**config.mk**
```make
export PLATFORM = sky130hd
export DESIGN_NAME = traffic_controller_flat
export DESIGN_NICKNAME = d
export VERILOG_FILES = /design/src/rtl/traffic_pkg.sv /design/src/rtl/traffic_controller_if.sv /design/src/rtl/tc_phase_timer.sv /design/src/rtl/traffic_controller.sv /design/src/flat_wrapper.sv
export SDC_FILE = /design/constraint.sdc
export NUM_CORES = 1
export LEC_CHECK = 0
export ABC_AREA = 1
export CORE_ASPECT_RATIO = 1.5
export CORE_MARGIN = 2
export CORE_UTILIZATION = 54
export CTS_CLUSTER_SIZE = 8
export DETAILED_ROUTE_END_ITERATION = 10
export PLACE_DENSITY = 0.75
export REMOVE_ABC_BUFFERS = 1
export SYNTH_ARGS = -nofsm -noshare
export SYNTH_HDL_FRONTEND = slang
export SYNTH_SLANG_ARGS = --single-unit
```
**constraint.sdc**
```tcl
create_clock -name clk -period 2 [get_ports clk]
set_input_delay 0.6 -clock clk [delete_from_list [all_inputs] [get_ports clk]]
set_output_delay 0.6 -clock clk [all_outputs]
set_load 0.005 [all_outputs]
```
**src/rtl/traffic_pkg.sv**
```systemverilog
// Shared types and lamp encodings for the two-road intersection controller.
// Lamp vectors are one-hot {red, yellow, green}; pedestrian vectors are
// {stop, clear, walk}. PED_DARK is the off half of the clearance flash.
package traffic_pkg;

  localparam int unsigned LAMP_W = 3;

  typedef enum logic [2:0] {
    IDLE      = 3'd0,
    R1_GREEN  = 3'd1,
    R1_YELLOW = 3'd2,
    ALL_RED1  = 3'd3,
    R2_GREEN  = 3'd4,
    R2_YELLOW = 3'd5,
    ALL_RED2  = 3'd6
  } tc_state_t;

  localparam logic [LAMP_W-1:0] LIGHT_RED    = 3'b100;
  localparam logic [LAMP_W-1:0] LIGHT_YELLOW = 3'b010;
  localparam logic [LAMP_W-1:0] LIGHT_GREEN  = 3'b001;

  localparam logic [LAMP_W-1:0] PED_STOP  = 3'b100;
  localparam logic [LAMP_W-1:0] PED_CLEAR = 3'b010;
  localparam logic [LAMP_W-1:0] PED_WALK  = 3'b001;
  localparam logic [LAMP_W-1:0] PED_DARK  = 3'b000;

  // Full set of lamp drives, registered as one word.
  typedef struct packed {
    logic [LAMP_W-1:0] road1;
    logic [LAMP_W-1:0] road2;
    logic [LAMP_W-1:0] ped1;
    logic [LAMP_W-1:0] ped2;
  } tc_lamps_t;

endpackage

```
**src/rtl/traffic_controller_if.sv**
```systemverilog
// Lamp/enable bundle between the intersection controller and its surroundings.
//   enable    : run request (low parks the controller in all-red)
//   road1_out : road 1 lamps {red, yellow, green}
//   road2_out : road 2 lamps
//   ped1      : pedestrian signal parallel to road 1 {stop, clear, walk}
//   ped2      : pedestrian signal parallel to road 2
// master = controller side, slave = supervisor / lamp-driver side.
interface traffic_controller_if;
  logic       enable;
  logic [2:0] road1_out;
  logic [2:0] road2_out;
  logic [2:0] ped1;
  logic [2:0] ped2;

  modport master (input enable, output road1_out, road2_out, ped1, ped2);
  modport slave  (output enable, input road1_out, road2_out, ped1, ped2);
endinterface

```
**src/rtl/tc_phase_timer.sv**
```systemverilog
// Loadable down-counter timing each controller phase.
//   clk, rst_n : clock and asynchronous active-high reset
//   load       : load load_val this cycle (takes priority over counting)
//   load_val   : phase duration minus one
//   done       : count has reached zero (decode of the registered count)
module tc_phase_timer #(
  parameter int unsigned W = 9
) (
  input  logic         clk,
  input  logic         rst_n,
  input  logic         load,
  input  logic [W-1:0] load_val,
  output logic         done
);

  logic [W-1:0] count;

  // Count down and hold at zero until the next load.
  always_ff @(posedge clk or posedge rst_n) begin
    if (rst_n) begin
      count <= '0;
    end else if (load) begin
      count <= load_val;
    end else if (count != '0) begin
      count <= count - W'(1);
    end
  end

  assign done = (count == '0);

endmodule

```
**src/rtl/traffic_controller.sv**
```systemverilog
// Two-road intersection controller with pedestrian signals. A timed Moore
// FSM alternates right-of-way with an all-red clearance after each yellow;
// enable is only honoured at the end of an all-red interval so green and
// yellow always complete.
//   clk   : system clock, rising edge
//   rst_n : asynchronous active-high reset (name kept from the codebase)
//   bus   : traffic_controller_if.master (enable in; road/ped lamps out)
// Optional feature: define TRAFFIC_PED_FLASH_EN to flash the pedestrian
// clear signal (010/000 every FLASH_HALF_CYCLES) during yellow.
module traffic_controller
  import traffic_pkg::*;
#(
  parameter int GREEN_CYCLES      = 400,
  parameter int YELLOW_CYCLES     = 40,
  parameter int ALL_RED_CYCLES    = 20,
  parameter int FLASH_HALF_CYCLES = 5
) (
  input  logic                 clk,
  input  logic                 rst_n,
  traffic_controller_if.master bus
);

  if (GREEN_CYCLES < 1 || YELLOW_CYCLES < 1 || ALL_RED_CYCLES < 1 ||
      FLASH_HALF_CYCLES < 1) begin : g_bad_param
    $error("traffic_controller: all cycle parameters must be >= 1");
  end

  localparam int MAX_GY = (GREEN_CYCLES > YELLOW_CYCLES) ? GREEN_CYCLES : YELLOW_CYCLES;
  localparam int MAX_C  = (MAX_GY > ALL_RED_CYCLES) ? MAX_GY : ALL_RED_CYCLES;
  localparam int unsigned TW = (MAX_C > 1) ? $clog2(MAX_C) : 1;

  tc_state_t     state, next_state;
  logic          load;
  logic [TW-1:0] load_val;
  logic          done;
  tc_lamps_t     lamps, lamps_c;
  logic [2:0]    ped_clear1_c, ped_clear2_c;

  tc_phase_timer #(.W(TW)) u_timer (
    .clk      (clk),
    .rst_n    (rst_n),
    .load     (load),
    .load_val (load_val),
    .done     (done)
  );

`ifdef TRAFFIC_PED_FLASH_EN
  localparam int unsigned FW = (FLASH_HALF_CYCLES > 1) ? $clog2(2 * FLASH_HALF_CYCLES) : 1;
  logic [FW-1:0] flash_cnt, flash_cnt_c;
  logic          next_yellow;

  // Position within the 2*FLASH_HALF_CYCLES flash period, restarted on yellow entry.
  always_comb begin
    flash_cnt_c = '0;
    next_yellow = (next_state == R1_YELLOW) || (next_state == R2_YELLOW);
    if (next_yellow && (next_state == state)) begin
      flash_cnt_c = (flash_cnt == FW'(2 * FLASH_HALF_CYCLES - 1)) ? '0 : flash_cnt + FW'(1);
    end
  end

  always_ff @(posedge clk or posedge rst_n) begin
    if (rst_n) flash_cnt <= '0;
    else       flash_cnt <= flash_cnt_c;
  end

  assign ped_clear1_c = (flash_cnt_c < FW'(FLASH_HALF_CYCLES)) ? PED_CLEAR : PED_DARK;
  assign ped_clear2_c = ped_clear1_c;
`else
  assign ped_clear1_c = PED_CLEAR;
  assign ped_clear2_c = PED_CLEAR;
`endif

  // State register.
  always_ff @(posedge clk or posedge rst_n) begin
    if (rst_n) state <= IDLE;
    else       state <= next_state;
  end

  // Next state, timer reload and lamp decode of the upcoming state.
  always_comb begin
    next_state = state;
    load       = 1'b0;
    load_val   = '0;
    unique case (state)
      IDLE: if (bus.enable) begin
        next_state = R1_GREEN;  load = 1'b1; load_val = TW'(GREEN_CYCLES - 1);
      end
      R1_GREEN: if (done) begin
        next_state = R1_YELLOW; load = 1'b1; load_val = TW'(YELLOW_CYCLES - 1);
      end
      R1_YELLOW: if (done) begin
        next_state = ALL_RED1;  load = 1'b1; load_val = TW'(ALL_RED_CYCLES - 1);
      end
      ALL_RED1: if (done) begin
        if (bus.enable) begin
          next_state = R2_GREEN; load = 1'b1; load_val = TW'(GREEN_CYCLES - 1);
        end else begin
          next_state = IDLE;
        end
      end
      R2_GREEN: if (done) begin
        next_state = R2_YELLOW; load = 1'b1; load_val = TW'(YELLOW_CYCLES - 1);
      end
      R2_YELLOW: if (done) begin
        next_state = ALL_RED2;  load = 1'b1; load_val = TW'(ALL_RED_CYCLES - 1);
      end
      ALL_RED2: if (done) begin
        if (bus.enable) begin
          next_state = R1_GREEN; load = 1'b1; load_val = TW'(GREEN_CYCLES - 1);
        end else begin
          next_state = IDLE;
        end
      end
      default: next_state = IDLE;
    endcase

    lamps_c = '{road1: LIGHT_RED, road2: LIGHT_RED, ped1: PED_STOP, ped2: PED_STOP};
    unique case (next_state)
      R1_GREEN:  begin lamps_c.road1 = LIGHT_GREEN;  lamps_c.ped1 = PED_WALK;     end
      R1_YELLOW: begin lamps_c.road1 = LIGHT_YELLOW; lamps_c.ped1 = ped_clear1_c; end
      R2_GREEN:  begin lamps_c.road2 = LIGHT_GREEN;  lamps_c.ped2 = PED_WALK;     end
      R2_YELLOW: begin lamps_c.road2 = LIGHT_YELLOW; lamps_c.ped2 = ped_clear2_c; end
      default:   ;
    endcase
  end

  // Lamps registered alongside the state so they follow it in the same clock.
  always_ff @(posedge clk or posedge rst_n) begin
    if (rst_n) lamps <= '{road1: LIGHT_RED, road2: LIGHT_RED, ped1: PED_STOP, ped2: PED_STOP};
    else       lamps <= lamps_c;
  end

  assign bus.road1_out = lamps.road1;
  assign bus.road2_out = lamps.road2;
  assign bus.ped1      = lamps.ped1;
  assign bus.ped2      = lamps.ped2;

endmodule

```
**src/flat_wrapper.sv**
```systemverilog
// flat-port wrapper written by rule: the top's interface ports become plain ports
module traffic_controller_flat import traffic_pkg::*;
#(
  parameter int GREEN_CYCLES      = 400,
  parameter int YELLOW_CYCLES     = 40,
  parameter int ALL_RED_CYCLES    = 20,
  parameter int FLASH_HALF_CYCLES = 5
)
  (clk, rst_n, bus_enable, bus_road1_out, bus_road2_out, bus_ped1, bus_ped2);
  traffic_controller_if bus_i ();
  input  logic clk;
  input  logic rst_n;
  input wire logic [$bits(bus_i.enable)-1:0] bus_enable;
  output wire logic [$bits(bus_i.road1_out)-1:0] bus_road1_out;
  output wire logic [$bits(bus_i.road2_out)-1:0] bus_road2_out;
  output wire logic [$bits(bus_i.ped1)-1:0] bus_ped1;
  output wire logic [$bits(bus_i.ped2)-1:0] bus_ped2;
  assign bus_i.enable = bus_enable;
  assign bus_road1_out = bus_i.road1_out;
  assign bus_road2_out = bus_i.road2_out;
  assign bus_ped1 = bus_i.ped1;
  assign bus_ped2 = bus_i.ped2;
  traffic_controller #(.GREEN_CYCLES(GREEN_CYCLES), .YELLOW_CYCLES(YELLOW_CYCLES), .ALL_RED_CYCLES(ALL_RED_CYCLES), .FLASH_HALF_CYCLES(FLASH_HALF_CYCLES)) u_core (.clk(clk), .rst_n(rst_n), .bus(bus_i));
endmodule
```
Word-level counts from Yosys, hierarchy flattened
Cells that the tools add are included.
Widths: inputs -> output; s select.
{"block": "op_classes", "n_eq_ne": 10, "reduce_logical": 8, "add_sub_neg": 1, "mux": 23}
{"operator": "$mux 9", "n": 4}
{"operator": "$pmux 9 s4", "n": 1}
{"operator": "$mux 3", "n": 8}
{"operator": "$pmux 3 s7", "n": 1}
{"operator": "$eq 3x3->1 const B", "n": 5}
{"operator": "$pmux 3 s2", "n": 2}
{"operator": "$eq 3x2->1 const B", "n": 3}
{"operator": "$logic_not 9->1", "n": 1}
{"operator": "$reduce_bool 9->1", "n": 1}
{"operator": "$sub 9x1->9 const B", "n": 1}
{"operator": "$eq 3x1->1 const B", "n": 2}
{"operator": "$mux 6", "n": 1}
{"operator": "$reduce_or 2->1", "n": 3}
{"operator": "$mux 5", "n": 1}
{"operator": "$mux 1", "n": 4}
{"operator": "$reduce_or 4->1", "n": 1}
{"operator": "$logic_not 3->1", "n": 1}
{"operator": "$pmux 1 s3", "n": 1}
{"operator": "$reduce_bool 2->1", "n": 1}
{"block": "word_totals", "register_bits": 18, "wordCells": 46}

Logic depth before layout (Yosys ltp)
{"block": "depth", "depth_word": 5, "ltp_mapped": 13, "depth_no_buf": 13}

By module
From an unflattened synthesis, not the netlist that was laid out.
{"block": "unflattened", "hier_cells": 163, "hier_area_um2": 1153.6}
{"module": "traffic_controller", "seq_area_each_um2": 227.7, "area_per_inst_um2": 585.6, "cells_per_inst": 84, "n_inst": 1}
{"module": "tc_phase_timer", "seq_area_each_um2": 225.2, "area_per_inst_um2": 568.0, "cells_per_inst": 79, "n_inst": 1}

Least setup slack after synthesis
Ideal clock, no wire load.
{"block": "synth_path", "path_type": "reg-to-reg", "startpoint": "register u_core.u_timer.count[0]", "endpoint": "register u_core.u_timer.count[5]", "slack_ns": 0.424, "n_path_buf": 0, "stages_incl_launch_ff": 13, "setup_ns": 0.122, "arrival_ns": 1.453, "t_required_ns": 1.878, "cell_sequence": "dfrtp_1 -> inv_1 -> ha_1 -> inv_1 -> nor2_1 -> nand2_1 -> nor2_8 -> nand2_2 -> inv_2 -> nor2_4 -> nand2_4 -> nor2_4 -> nor2_2"}
{"block": "synth_between", "elab_chain_cells": 4}
{"element": "from (decl)", "line": "tc_phase_timer.sv:16", "rtl": "logic [W-1:0] count;"}
{"element": "from (signal assigned)", "line": "tc_phase_timer.sv:23", "rtl": "count <= load_val;"}
{"element": "from (signal assigned)", "line": "tc_phase_timer.sv:25", "rtl": "count <= count - W'(1);"}
{"element": "branches (longest 4 deep; another with $sub 9x1->9)"}
Several ways; the timed one is not identified. The select of a mux whose other input is x is not followed.
A chain may end at the register's enable or synchronous reset.

==> summary.txt <==
Outcome
  • Run status: completed

Global route
  • GR peak layer: met2
  • Vias in the first global route: 909
  • Gr ovfl total: 0
  • GR met3 Demand/Resource: 3.52%
  • M2 GR Usage: 42.9%
  • First-pass GRT wire length: 3820 um
  • Met1 usage in global routing: 18.7%
  • Initial antenna violation count: 0
  • Total GRT Usage: 20.3%
  • Largest net degree at the start of global routing: 19

Placed design
  • Placed instance count: 173
  • Placer Congestion: 0.793
  • Hpwl dp: 1720 um
  • PortBufs: 14
  • Pre-CTS setup slack: 0.0419 ns

Pwr
  • Switching Share: 19.8%
  • Maximum resistive drop on vdd: 0.363 mV
  • Static leakage: 0.681 nW
  • Pwr Density: 443 nW/um^2
  • NetSw: 118 uW
  • Comb power frac: 2.2%
  • Clk pwr share: 36.9%
  • Internal power: 480 uW
  • Flop pwr share: 60.9%

STA
  • RSZ-0062 raised after global routing: no
  • Final Critical Period: 1.93 ns
  • Final Hold Vio Count: 0
  • Post-route clock period utilization: 96.7%
  • Setup TNS: 0 ns
  • Max-slew headroom: 77.9%
  • Clock Skew: 0.00446 ns
  • Final setup violation count: 0
  • Worst Tran Pin Value: 0.331 ns
  • Fmax: 517 MHz
  • Setup WS post-layout: 0.0663 ns
  • Slew Viols, Final: 0
  • Hold_ws: 0.513 ns

Worst setup path
  • Crit-path cells: clkdlybuf4s50_1
  • CP max FO: 2
  • Worst Path Required: 1.40 ns
  • Worst Path Buf+Inv: 1
  • Arrival time of the worst setup path: 1.33 ns
  • CP Class: flip-flop to output port
  • Slowest-stage cell, CP: dfstp_2
  • Startpoint Class: flip-flop
  • Setup crit end kind: output port
  • Max incr delay on CP: 0.54 ns
  • CP top delay family: flip-flops

Finish
  • Cell Count, Final, Fillers Out: 177
  • Final net count: 161
  • Area occupied by multi-input gates: 607 sq um
  • Register Area: 453 sq um
  • Fill count: 184
  • Fraction of layout cells with a size suffix above 1: 28.4%
  • Ant. Diodes: 0
  • Synth-to-Final Area Change: 13.0%

Floorplan
  • Die Wd: 42.4 um
  • Placeable Area: 2050 sq um
  • Full die area: 2610 sq um
  • Boundary Pins: 15
  • Die span in y: 61.6 um
  • FP Rows: 20
  • Initial Util: 58.2%

Clock network
  • Clk_lat worst skew: 0.29 ns
  • CTS Buffer Depth: 2
  • CTS tree: done
  • Clock buffer count from CTS: 3
  • Hold buffer count at CTS: 0
  • H-tree Lvls: 1
  • Root Driver: clkbuf_4
  • CTS sink cnt: 18
  • Post-cts sizing count: 0
  • Worst-path clk slew: 0.10 ns
  • Post-CTS setup repair buffer count: 0

Synth
  • Synth Register Bits: 18
  • Ranking of synthesized cells by area: dfrtp_1, nand2_1, nand2_4
  • Avg Inst Size Synth: 8.35 sq um
  • Distinct cells, synth: 30
  • Yosys top cell area share: 33.5%
  • Sequential area share after synthesis: 37.9%
  • Syn. warnings: 0
  • Area leader, netlist: dfrtp_1
  • Post-Synthesis Cells: 143
  • Synthesized area: 1190 sq um

Detailed routing
  • DRC: 0
  • DR iter-0 viols: 22
  • ANT nets after route: 0
  • Drt pass-1 iters: 4
  • Via density: 5.02
  • Via count: 889
  • DR WL/cell: 12.1 um
  • Post-Route WL: 2130 um

Flow run
  • Max Cap Viol: 0

Hold path
  • Hold Path Class: flip-flop to flip-flop
-- final cells by class --
cell class                 count  share of cell area (%)
timing repair buffer          15                    10.9
multi-input combinational     98                    45.0
inverter                      20                    5.75
clock buffer                   4                    2.69
tap                           22                    2.04
sequential                    18                    33.6
-- per-stage QoR --
step	area [sq um]	utilization, %	total power [mW]
after floorplan	1140	-	0.376
after global placement	1310	64.0	0.384
after global routing	1350	65.7	0.625
after CTS	1350	65.7	0.608
after detailed placement	1310	64.0	0.385
final	1350	65.7	0.598
-- worst reg2reg max path: stages, from the launching register on --
cell	delay, ns
dfrtp_1	0.36
inv_1	0.08
ha_1	0.21
inv_1	0.06
nor2_1	0.04
nand2_1	0.15
nor2_8	0.08
nand2_2	0.12
inv_2	0.06
nor2_4	0.15
nand2_4	0.08
nor2_4	0.20
nor2_1	0.06
-- per-layer routing --
metal  wire (um)  vias to the layer above  part of all wire (%)
li1            -                      466                     -
met1         768                      407                    36
met2        1280                       11                    60
met3          51                        5                   2.4
met4          31                        0                   1.5
met5           0                        -                     0
-- power by group through the flow --
stage	sequential [mW]	combinational, mW	clock [mW]
2_1_floorplan	0.371	0.00545	0
3_3_place_gp	0.371	0.0135	0
3_5_place_dp	0.371	0.0139	0
4_1_cts	0.364	0.0140	0.230
5_1_grt	0.364	0.0159	0.245
6_report	0.364	0.0132	0.221
-- cells in the mapped netlist --
master / count
nand2_1: 28
nand2_4: 5
xor2_1: 3
a31oi_1: 3
a21oi_2: 3
buf_6: 1
nand3_1: 7
ha_1: 2
inv_1: 14
o21ai_2: 1
nand3_2: 1
o211ai_2: 1
inv_4: 1
nor3_1: 1
buf_4: 6
xnor2_1: 1
nand2_2: 6
nor2_2: 7
nor4_1: 1
dfrtp_1: 16
nand4_1: 1
o21ai_0: 4
nor2_1: 13
inv_2: 5
a21oi_4: 1
nor2_4: 4
a21oi_1: 3
nor2_8: 1
nor3_2: 1
dfstp_2: 2
-- cells by family (layout without fill, tap and decap cells) --
family                   Yosys count  in the layout  share of synthesized area (%)
flip-flops                        18             18                           37.9
AO/OA/AOI/OAI                     16             16                           9.85
buffers and inverters             27             39                           11.2
AND/OR/NAND/NOR                   76             76                           36.0
XOR/XNOR                           4              4                           2.94
adder cells (fa/ha/maj)            2              2                           2.10
-- layout by cell type (no fill, tap or decap), types with 2 or more instances in the layout --
master	n
nand2_1	28
nand2_4	5
nor2_2	7
a21oi_1	3
nand2_2	6
nor2_1	13
clkdlybuf4s50_1	14
nor2_4	4
nand3_1	7
inv_2	5
dfstp_2	2
ha_1	2
xor2_1	3
o21ai_0	4
a21oi_2	3
inv_1	14
clkbuf_4	3
dfrtp_1	16
a31oi_1	3
-- sequential cells by signal, indices dropped and copies added (netlist names) --
name	cells
u_core.bus.road1_out	3
u_core.bus.road2_out	3
u_core.state	3
u_core.u_timer.count	9
-- final timing paths --
check                                        start  slack (ns)                 endpoint  cells after the start
max                        u_core.bus.road2_out[2]        0.07              bus_ped2[2]                      1
min                        u_core.u_timer.count[0]        0.51  u_core.u_timer.count[0]                      2
max reg2reg                u_core.u_timer.count[0]        0.24  u_core.u_timer.count[4]                     12
min reg2reg                u_core.u_timer.count[0]        0.51  u_core.u_timer.count[0]                      2
max in group asynchronous                    rst_n        1.14  u_core.bus.road1_out[2]                      3
min in group asynchronous                    rst_n        0.60  u_core.u_timer.count[3]                      3
Note: power is estimated with default switching activity, not from simulation.
